$ cat config.mk
export PLATFORM = sky130hd
export DESIGN_NAME = adder_nibble_serial
export DESIGN_NICKNAME = d
export VERILOG_FILES = /design/src/rtl/adder_pkg.sv /design/src/rtl/adder_4bit.sv /design/src/rtl/adder_nibble_serial.sv
export SDC_FILE = /design/constraint.sdc
export NUM_CORES = 1
export LEC_CHECK = 0
export CAP_MARGIN = 20
export CORE_MARGIN = 4
export CORE_UTILIZATION = 48
export DETAILED_ROUTE_END_ITERATION = 8
export PLACE_DENSITY_LB_ADDON = 0.25
export SLEW_MARGIN = 20
export SYNTH_ARGS = -nofsm -noshare
export SYNTH_HDL_FRONTEND = slang
export SYNTH_SLANG_ARGS = --single-unit
$ cat constraint.sdc
create_clock -name clk -period 4.37 [get_ports clk]
set_input_delay 0.874 -clock clk [delete_from_list [all_inputs] [get_ports clk]]
set_output_delay 0.874 -clock clk [all_outputs]
set_load 0.01 [all_outputs]
$ cat src/rtl/adder_pkg.sv
// Shared definitions for the nibble-serial adder and its 4-bit slice.
package adder_pkg;

    localparam int NIBBLE_W = 4;

    typedef enum logic [1:0] {
        IDLE = 2'd0,
        ADD  = 2'd1,
        DONE = 2'd2
    } adder_state_t;

endpackage

$ cat src/rtl/adder_4bit.sv
// Combinational 4-bit unsigned adder with carry in/out.
module adder_4bit
    import adder_pkg::*;
(
    input  logic [NIBBLE_W-1:0] a,
    input  logic [NIBBLE_W-1:0] b,
    input  logic                carry_in,
    output logic [NIBBLE_W-1:0] sum,
    output logic                overflow
);

    // Widen before adding so the carry out lands in the top bit.
    assign {overflow, sum} = (NIBBLE_W+1)'(a) + (NIBBLE_W+1)'(b) + (NIBBLE_W+1)'(carry_in);

endmodule

$ cat src/rtl/adder_nibble_serial.sv
// Multi-cycle wide unsigned adder: feeds one nibble pair per clock into a
// single adder_4bit, LSB first, chaining the carry through a register.
module adder_nibble_serial
    import adder_pkg::*;
#(
    parameter int NUM_NIBBLES = 4,
    localparam int W          = NIBBLE_W * NUM_NIBBLES
) (
    input  logic         clk,
    input  logic         n_rst,
    input  logic         start,
    input  logic [W-1:0] a,
    input  logic [W-1:0] b,
    input  logic         carry_in,
    output logic         busy,
    output logic         done,
    output logic [W-1:0] sum,
    output logic         overflow
);

    // A single-nibble design still gets a 1-bit index so the vector is legal.
    localparam int IDX_W = (NUM_NIBBLES > 1) ? $clog2(NUM_NIBBLES) : 1;
    localparam logic [IDX_W-1:0] LAST_IDX = IDX_W'(NUM_NIBBLES - 1);

    adder_state_t                          state;
    logic [IDX_W-1:0]                      idx;
    logic                                  carry_q;
    logic                                  ovf_q;
    logic [NUM_NIBBLES-1:0][NIBBLE_W-1:0]  a_q;
    logic [NUM_NIBBLES-1:0][NIBBLE_W-1:0]  b_q;
    logic [NUM_NIBBLES-1:0][NIBBLE_W-1:0]  sum_q;

    logic [NIBBLE_W-1:0]                   nib_sum;
    logic                                  nib_ovf;
    logic                                  accept;

    // The slice being worked on is selected by idx; carry comes from the previous edge.
    adder_4bit u_adder (
        .a        (a_q[idx]),
        .b        (b_q[idx]),
        .carry_in (carry_q),
        .sum      (nib_sum),
        .overflow (nib_ovf)
    );

    assign accept   = start && (state == IDLE || state == DONE);
    assign busy     = (state == ADD);
    assign done     = (state == DONE);
    assign sum      = sum_q;
    assign overflow = ovf_q;

    // Control FSM, nibble index, operand capture and result assembly.
    always_ff @(posedge clk) begin
        if (!n_rst) begin
            state   <= IDLE;
            idx     <= '0;
            carry_q <= 1'b0;
            ovf_q   <= 1'b0;
            a_q     <= '0;
            b_q     <= '0;
            sum_q   <= '0;
        end else if (accept) begin
            state   <= ADD;
            idx     <= '0;
            carry_q <= carry_in;
            ovf_q   <= 1'b0;
            a_q     <= a;
            b_q     <= b;
            sum_q   <= '0;
        end else begin
            case (state)
                ADD: begin
                    sum_q[idx] <= nib_sum;
                    carry_q    <= nib_ovf;
                    if (idx == LAST_IDX) begin
                        // Wrap idx here so it never reaches NUM_NIBBLES.
                        state <= DONE;
                        idx   <= '0;
                        ovf_q <= nib_ovf;
                    end else begin
                        idx <= idx + 1'b1;
                    end
                end
                DONE:    state <= IDLE;
                IDLE:    state <= IDLE;
                default: state <= IDLE;
            endcase
        end
    end

endmodule

# Yosys cells after proc, flatten, opt, wreduce, memory -nomap -nowiden
# Cells that the tools add are included.
dict set report word_totals {
  word_cells 49
  reg_bits 54
  inputBits 36
}
dict set report classes {
  bitwise 2
  muxes 13
  addsub 3
  reduce_logical 8
  eq_ne 4
  n_lt_le_gt_ge 2
}
# operator n
set ops {}
lappend ops {{$bmux W4 S2} 2}
lappend ops {{$bwmux W16} 1}
lappend ops {{$mux W4} 3}
lappend ops {{$demux W4 S2} 1}
lappend ops {{$add A4 B4 Y5} 1}
lappend ops {{$add A5 B1 Y5} 1}
lappend ops {{$mux W1} 5}
lappend ops {{$eq A2 B2 Y1 const B} 2}
lappend ops {{$lt A2 B3 Y1 const B} 1}
lappend ops {{$ne A3 B1 Y1 const B} 1}
lappend ops {{$reduce_or A3 Y1} 1}
lappend ops {{$add A2 B1 Y2 const B} 1}
lappend ops {{$eq A2 B1 Y1 const B} 1}
lappend ops {{$ge A2 B1 Y1 const B} 1}
lappend ops {{$logic_and A1 B1 Y1} 2}
lappend ops {{$logic_not A2 Y1} 1}
lappend ops {{$mux W2} 1}
lappend ops {{$not A1 Y1} 2}
lappend ops {{$reduce_and A2 Y1} 1}
lappend ops {{$reduce_bool A2 Y1} 1}
lappend ops {{$reduce_or A2 Y1} 1}
lappend ops {{$logic_or A1 B1 Y1} 1}

# Logic depth before layout (Yosys ltp)
dict set report logic_depth {
  ltp_word 6
  mapped_depth 7
  mapped_depth_nobuf 6
}

# Hierarchy
# Synthesis repeated with hierarchy kept, for this count alone.
dict set report unflattened {
  hier_cells 272
  hier_area_um2 2431.1
}
# mod seq_area_each_um2 n_inst cells_each area_per_inst_um2
set modules_own_cells {}
lappend modules_own_cells {adder_nibble_serial 1081.0 1 256 2287.2}
lappend modules_own_cells {adder_4bit 0.0 1 16 143.9}

# Least setup slack after synthesis
# Ideal clock, no wire load.
dict set report synth_path {
  path_kind {flip-flop to flip-flop}
  start {register idx[0]}
  end {register carry_q}
  stages_incl_launch_ff 8
  path_slack_ps 1789
  synth_period_minus_slack_ps 2581
  path_buffers 1
  t_arrival_ps 2454
  path_cell_list {dfxtp_1 > buf_2 > mux4_2 > fa_1 > fa_1 > a21o_1 > a21oi_1 > o211ai_1}
}
dict set report synth_between {
  elab_chain_len 6
}
# element line_no
set synth_rtl {}
lappend synth_rtl {{from (decl)} adder_nibble_serial.sv:26} ;# logic [IDX_W-1:0] idx;
lappend synth_rtl {{from (signal assigned)} adder_nibble_serial.sv:81} ;# idx <= idx + 1'b1;
lappend synth_rtl {{$bmux W4 S2 (on tied branches)} {adder_nibble_serial.sv:39, adder_nibble_serial.sv:40}}
lappend synth_rtl {{$mux W4 (on tied branches)} {adder_nibble_serial.sv:39, adder_nibble_serial.sv:40}}
lappend synth_rtl {{$add A4 B4 Y5 *} adder_4bit.sv:13} ;# assign {overflow, sum} = (NIBBLE_W+1)'(a) + (NIBBLE_W+1)'(b) + (NIBBLE_W+1)'(carry_in);
lappend synth_rtl {{$add A5 B1 Y5 *} adder_4bit.sv:13}
lappend synth_rtl {{$mux W1 *} adder_nibble_serial.sv:71} ;# case (state)
lappend synth_rtl {{$mux W1 *} adder_nibble_serial.sv:62} ;# end else if (accept) begin
lappend synth_rtl {{to (signal assigned)} adder_nibble_serial.sv:65} ;# carry_q <= carry_in;
lappend synth_rtl {{to (signal assigned)} adder_nibble_serial.sv:74} ;# carry_q <= nib_ovf;
lappend synth_rtl {{to (decl)} adder_nibble_serial.sv:27} ;# logic carry_q;
# Every way passes the cells marked *; elsewhere a longest branch is shown, timed or not. The select of a mux whose other input is x is not followed.
# A chain may end at the register's enable or synchronous reset.

# Final worst setup path
dict set report layout_path {
  start {register idx[1]}
  end {register sum_q, in the netlist sum[6]}
}
dict set report layout_between {
  elab_chain_len 5
}
# element line_no
set layout_rtl {}
lappend layout_rtl {{$bmux W4 S2 (tied with other cells)} adder_nibble_serial.sv:39} ;# .a (a_q[idx]),
lappend layout_rtl {{$mux W4 (not written as such) (tied with other cells)} adder_nibble_serial.sv:39}
lappend layout_rtl {{$add A4 B4 Y5 or $mux W4 (tied branches)} {adder_4bit.sv:13, adder_nibble_serial.sv:73}}
lappend layout_rtl {{$add A5 B1 Y5 or $demux W4 S2 (tied branches)} {adder_4bit.sv:13, adder_nibble_serial.sv:73}}
lappend layout_rtl {{$bwmux W16 *} adder_nibble_serial.sv:73} ;# sum_q[idx] <= nib_sum;
lappend layout_rtl {{to (signal, indexed assignment)} adder_nibble_serial.sv:73}
lappend layout_rtl {{to (decl)} adder_nibble_serial.sv:31} ;# logic [NUM_NIBBLES-1:0][NIBBLE_W-1:0] sum_q;
# Marks and branches as above.

==> results.yml <==
die:
  top_level_ports: 55
  floorplan.die.height_um: 81.1
  die_w_um: 81.1
  effective_utilization_at_floorplan: 0.500
  rows: 26
  fp.dieArea_um2: 6580
  core_area_um2: 5140
route:
  route.final.wire_length_um: 5240
  drt_iter0_markers: 72
  drc_errors: 0
  ant_nets: 0
  vias_per_cell: 5.22
  dr.pass1.iters: 4
  post_drt_wl_per_cell_um: 13.5
  dr_total_vias: 2025
synthesis:
  mean_area_per_synthesized_cell_um2: 9.37
  synth.most_common_cell: "sky130_fd_sc_hd__nand2_1"
  synth_fa_ha_area_frac: 0.0497
  post_synth_and_or_nand_nor_area_fraction: 0.220
  combined_area_of_all_synthesized_cells_um2: 2570
  netlist_instances: 274
  synth-seq-cells: 54
  synth_commonest_cells: "75 x sky130_fd_sc_hd__nand2_1, 54 x sky130_fd_sc_hd__dfxtp_1, 32 x sky130_fd_sc_hd__a21boi_0"
  muxShareOfSynthArea: 0.0780
  ys_top_cells_by_area: "sky130_fd_sc_hd__dfxtp_1 42%, sky130_fd_sc_hd__nand2_1 11%, sky130_fd_sc_hd__a21boi_0 9.4%"
  synth_xor_area_frac: 0.00341
  share_of_the_synthesized_area_in_compound_gates_ao_oa_aoi_oai: 0.172
  number_of_flops_mapped_to_enable_cells_by_yosys: 0
  synthesis.nets: 319
  synth_top_area_cell: "sky130_fd_sc_hd__dfxtp_1"
  synth-warning-count: 0
  synth.distinct_cells: 39
  synth_largest_type_area_fraction: 0.421
  postSynth.asyncResetShare: 0
  dominant_combinational_cell_family_by_area_after_synthesis: "simple AND/OR/NAND/NOR gates"
  synth_seq_area_share: 0.421
  synth_top_flop_cell: "sky130_fd_sc_hd__dfxtp_1"
timing:
  final.hold.worst_slack_ns: 0.461
  timing_max_transition_violations_final: 0
  max_freq_mhz: 347
  worst-slew-pin-transition_ns: 0.967
  postLayoutSetupSlackWorst_ns: 1.49
  setup_viol: 0
  skew_ns: 0.00810
  finalCritPeriodShare: 0.659
  hold_viol: 0
  totalNegativeSetupSlack_ns: 0
  slew_headroom: 0.355
  layout_min_cycle_time_ns: 2.88
  rsz0062_at_grt: "no"
power:
  p_sw_w: 0.000243
  power_switching_share: 0.243
  p_int_w: 0.000756
  share_comb_of_total_power: 0.145
  total_leakage_power_nw: 1.13
  p_seq_frac: 0.531
  clkPwrFrac: 0.324
  power-per-cell-area_nw_per_um2: 313
  ir_worst_vdd_uv: 195
cts:
  post-cts-setup-buffers: 0
  clock_latency_ns: 0.30
  cts-resized-gates: 0
  cts.path.max_buffers: 2
  htree_num_levels: 2
  holdBufCountCts: 0
  cts.reportedPaths.clkPinSlew_ns: 0.09
  root_buffer: "sky130_fd_sc_hd__clkbuf_8"
  cts.sink_count: 54
  clock_tree_from_tritoncts: "done"
  cts_buffers: 5
worst_setup_path:
  critPathCaptureType: "register"
  crit_chain: "mux4_2 > fa_1 > fa_1 > xnor2_1 > a311oi_1"
  crit_type: "reg -> reg"
  crit_slowest_cell: "sky130_fd_sc_hd__dfxtp_1"
  timing.critical_path.arrival_ns: 3.05
  ff2ff_path_depth: 5
  critical_path.endpoint: "sum[6]"
  worstPathRequired_ns: 4.54
  cpPeakStageDelay_ns: 0.70
  worst_r2r_endpoint: "sum[6]"
  critical_path.max_fanout: 12
  critPathBufInv: 0
  worst-path-stages: 5
  crit_top_cell: "sky130_fd_sc_hd__fa_1"
  critPathLaunchType: "register"
  rr_startpoint: "idx[1]"
  critPathLaunch: "idx[1]"
  critical-path-top-delay-family: "adder cells"
  rrSetupSlack_ns: 1.49
cells_and_area:
  layout.nets: 362
  drive_above_1_share: 0.0818
  num_antenna_cells: 0
  postLayoutCoreUtil: 0.620
  post_layout_nonfiller_instances: 388
  synthToLayoutAreaGrowth_pct: 24.2
job:
  drv.max_cap_violation_count: 0
grt:
  number_of_global_route_vias_before_repair: 1858
  overflow: 0
  grt_pass1_wl_um: 8660
  grt_start_max_net_pins: 51
  initial_antenna_violation_count: 0
  grt_usage: 0.169
place:
  dp_hpwl_um: 3780
  placed_cells_incl_taps: 380
  post-place-ws_ns: 1.41
  count_of_buffers_from_port_buffering: 54
  routabilityCongestion: 0.836
worst_hold_path:
  worst_hold_path_type: "reg -> reg"
outcome:
  status: "finished clean"
==> worst min-delay path by stage <==
stage                     startpoint      to  slack [ns]  depth (start not counted)
final                         sum[1]  sum[1]        0.46                          2
after global routing          sum[4]  sum[4]        0.48                          2
after CTS                     sum[4]  sum[4]        0.46                          2
after detailed placement      sum[4]  sum[4]        0.45                          2
after global placement        sum[0]  sum[0]        0.44                          2
after floorplan               a_q[4]  a_q[4]        0.44                          2
==> stage by stage <==
stage,power (W),area (um^2)
6_report,0.000999,3190
4_1_cts,0.00101,3190
5_1_grt,0.00104,3190
3_3_place_gp,0.000685,3080
2_1_floorplan,0.000635,2570
3_5_place_dp,0.000688,3080
==> cells in the final DEF (no fill, tap or decap), types with 2 or more instances in the layout <==
cell type and count:
sky130_fd_sc_hd__nand2_1 75, sky130_fd_sc_hd__dfxtp_1 54, sky130_fd_sc_hd__clkdlybuf4s50_1 54, sky130_fd_sc_hd__a21boi_0 32
sky130_fd_sc_hd__a21oi_1 12, sky130_fd_sc_hd__mux4_2 8, sky130_fd_sc_hd__nand4_1 8, sky130_fd_sc_hd__nand3_1 7
sky130_fd_sc_hd__ha_1 7, sky130_fd_sc_hd__and2_1 6, sky130_fd_sc_hd__o211ai_1 5, sky130_fd_sc_hd__clkbuf_8 5
sky130_fd_sc_hd__o2111ai_1 4, sky130_fd_sc_hd__nand3b_1 3, sky130_fd_sc_hd__and4bb_2 3, sky130_fd_sc_hd__inv_1 2
sky130_fd_sc_hd__a21o_1 2, sky130_fd_sc_hd__nor2_2 2, sky130_fd_sc_hd__a211oi_1 2, sky130_fd_sc_hd__a311oi_1 2
sky130_fd_sc_hd__mux2i_1 2, sky130_fd_sc_hd__nor2_1 2, sky130_fd_sc_hd__fa_1 2, sky130_fd_sc_hd__clkinv_2 2
sky130_fd_sc_hd__buf_4 2
==> routing by layer <==
layer  global-route usage  wire (um)  vias up
met4               0.0557         68        0
met5                    0          0        -
met3               0.0377        232        6
met2                0.280       2520       44
li1                     -          -     1044
met1                0.218       2410      931
==> power by group through the flow <==
stage	clock network (W)	logic, W	registers, W
floorplan	0	0.000101	0.000534
global placement	0	0.000143	0.000542
detailed placement	0	0.000146	0.000542
CTS	0.000334	0.000147	0.000531
global route	0.000349	0.000161	0.000534
finish	0.000323	0.000145	0.000530
==> sequential cells by signal, indices dropped and copies added, names as in the netlist <==
signal and flops:
idx 2, carry_q 1, state 2, a_q 16
sum 16, overflow 1, b_q 16
==> worst register-to-register path, stage by stage, from the launching register on <==
cell and delay (ns):
sky130_fd_sc_hd__dfxtp_1 0.70, sky130_fd_sc_hd__mux4_2 0.62, sky130_fd_sc_hd__fa_1 0.45, sky130_fd_sc_hd__fa_1 0.48
sky130_fd_sc_hd__xnor2_1 0.34, sky130_fd_sc_hd__a311oi_1 0.15
==> cell type report <==
class	count	area [um^2]
fill	487	1950
multi-input combinational	197	1340
sequential	54	1080
timing repair buffer	56	556
tap	70	87.6
clock buffer	5	68.8
clock inverter	3	40.0
inverter	3	13.8
==> cells by family after synthesis <==
| kind of cell | after synthesis |
|---|---|
| AOI/OAI and AO/OA | 61 |
| xor gates and xnor gates | 1 |
| adders and majority gates | 9 |
| buffers and inverters | 23 |
| DFF | 54 |
| muxes | 10 |
| and+or+nand+nor | 116 |
(Power assumes the default switching activity.)
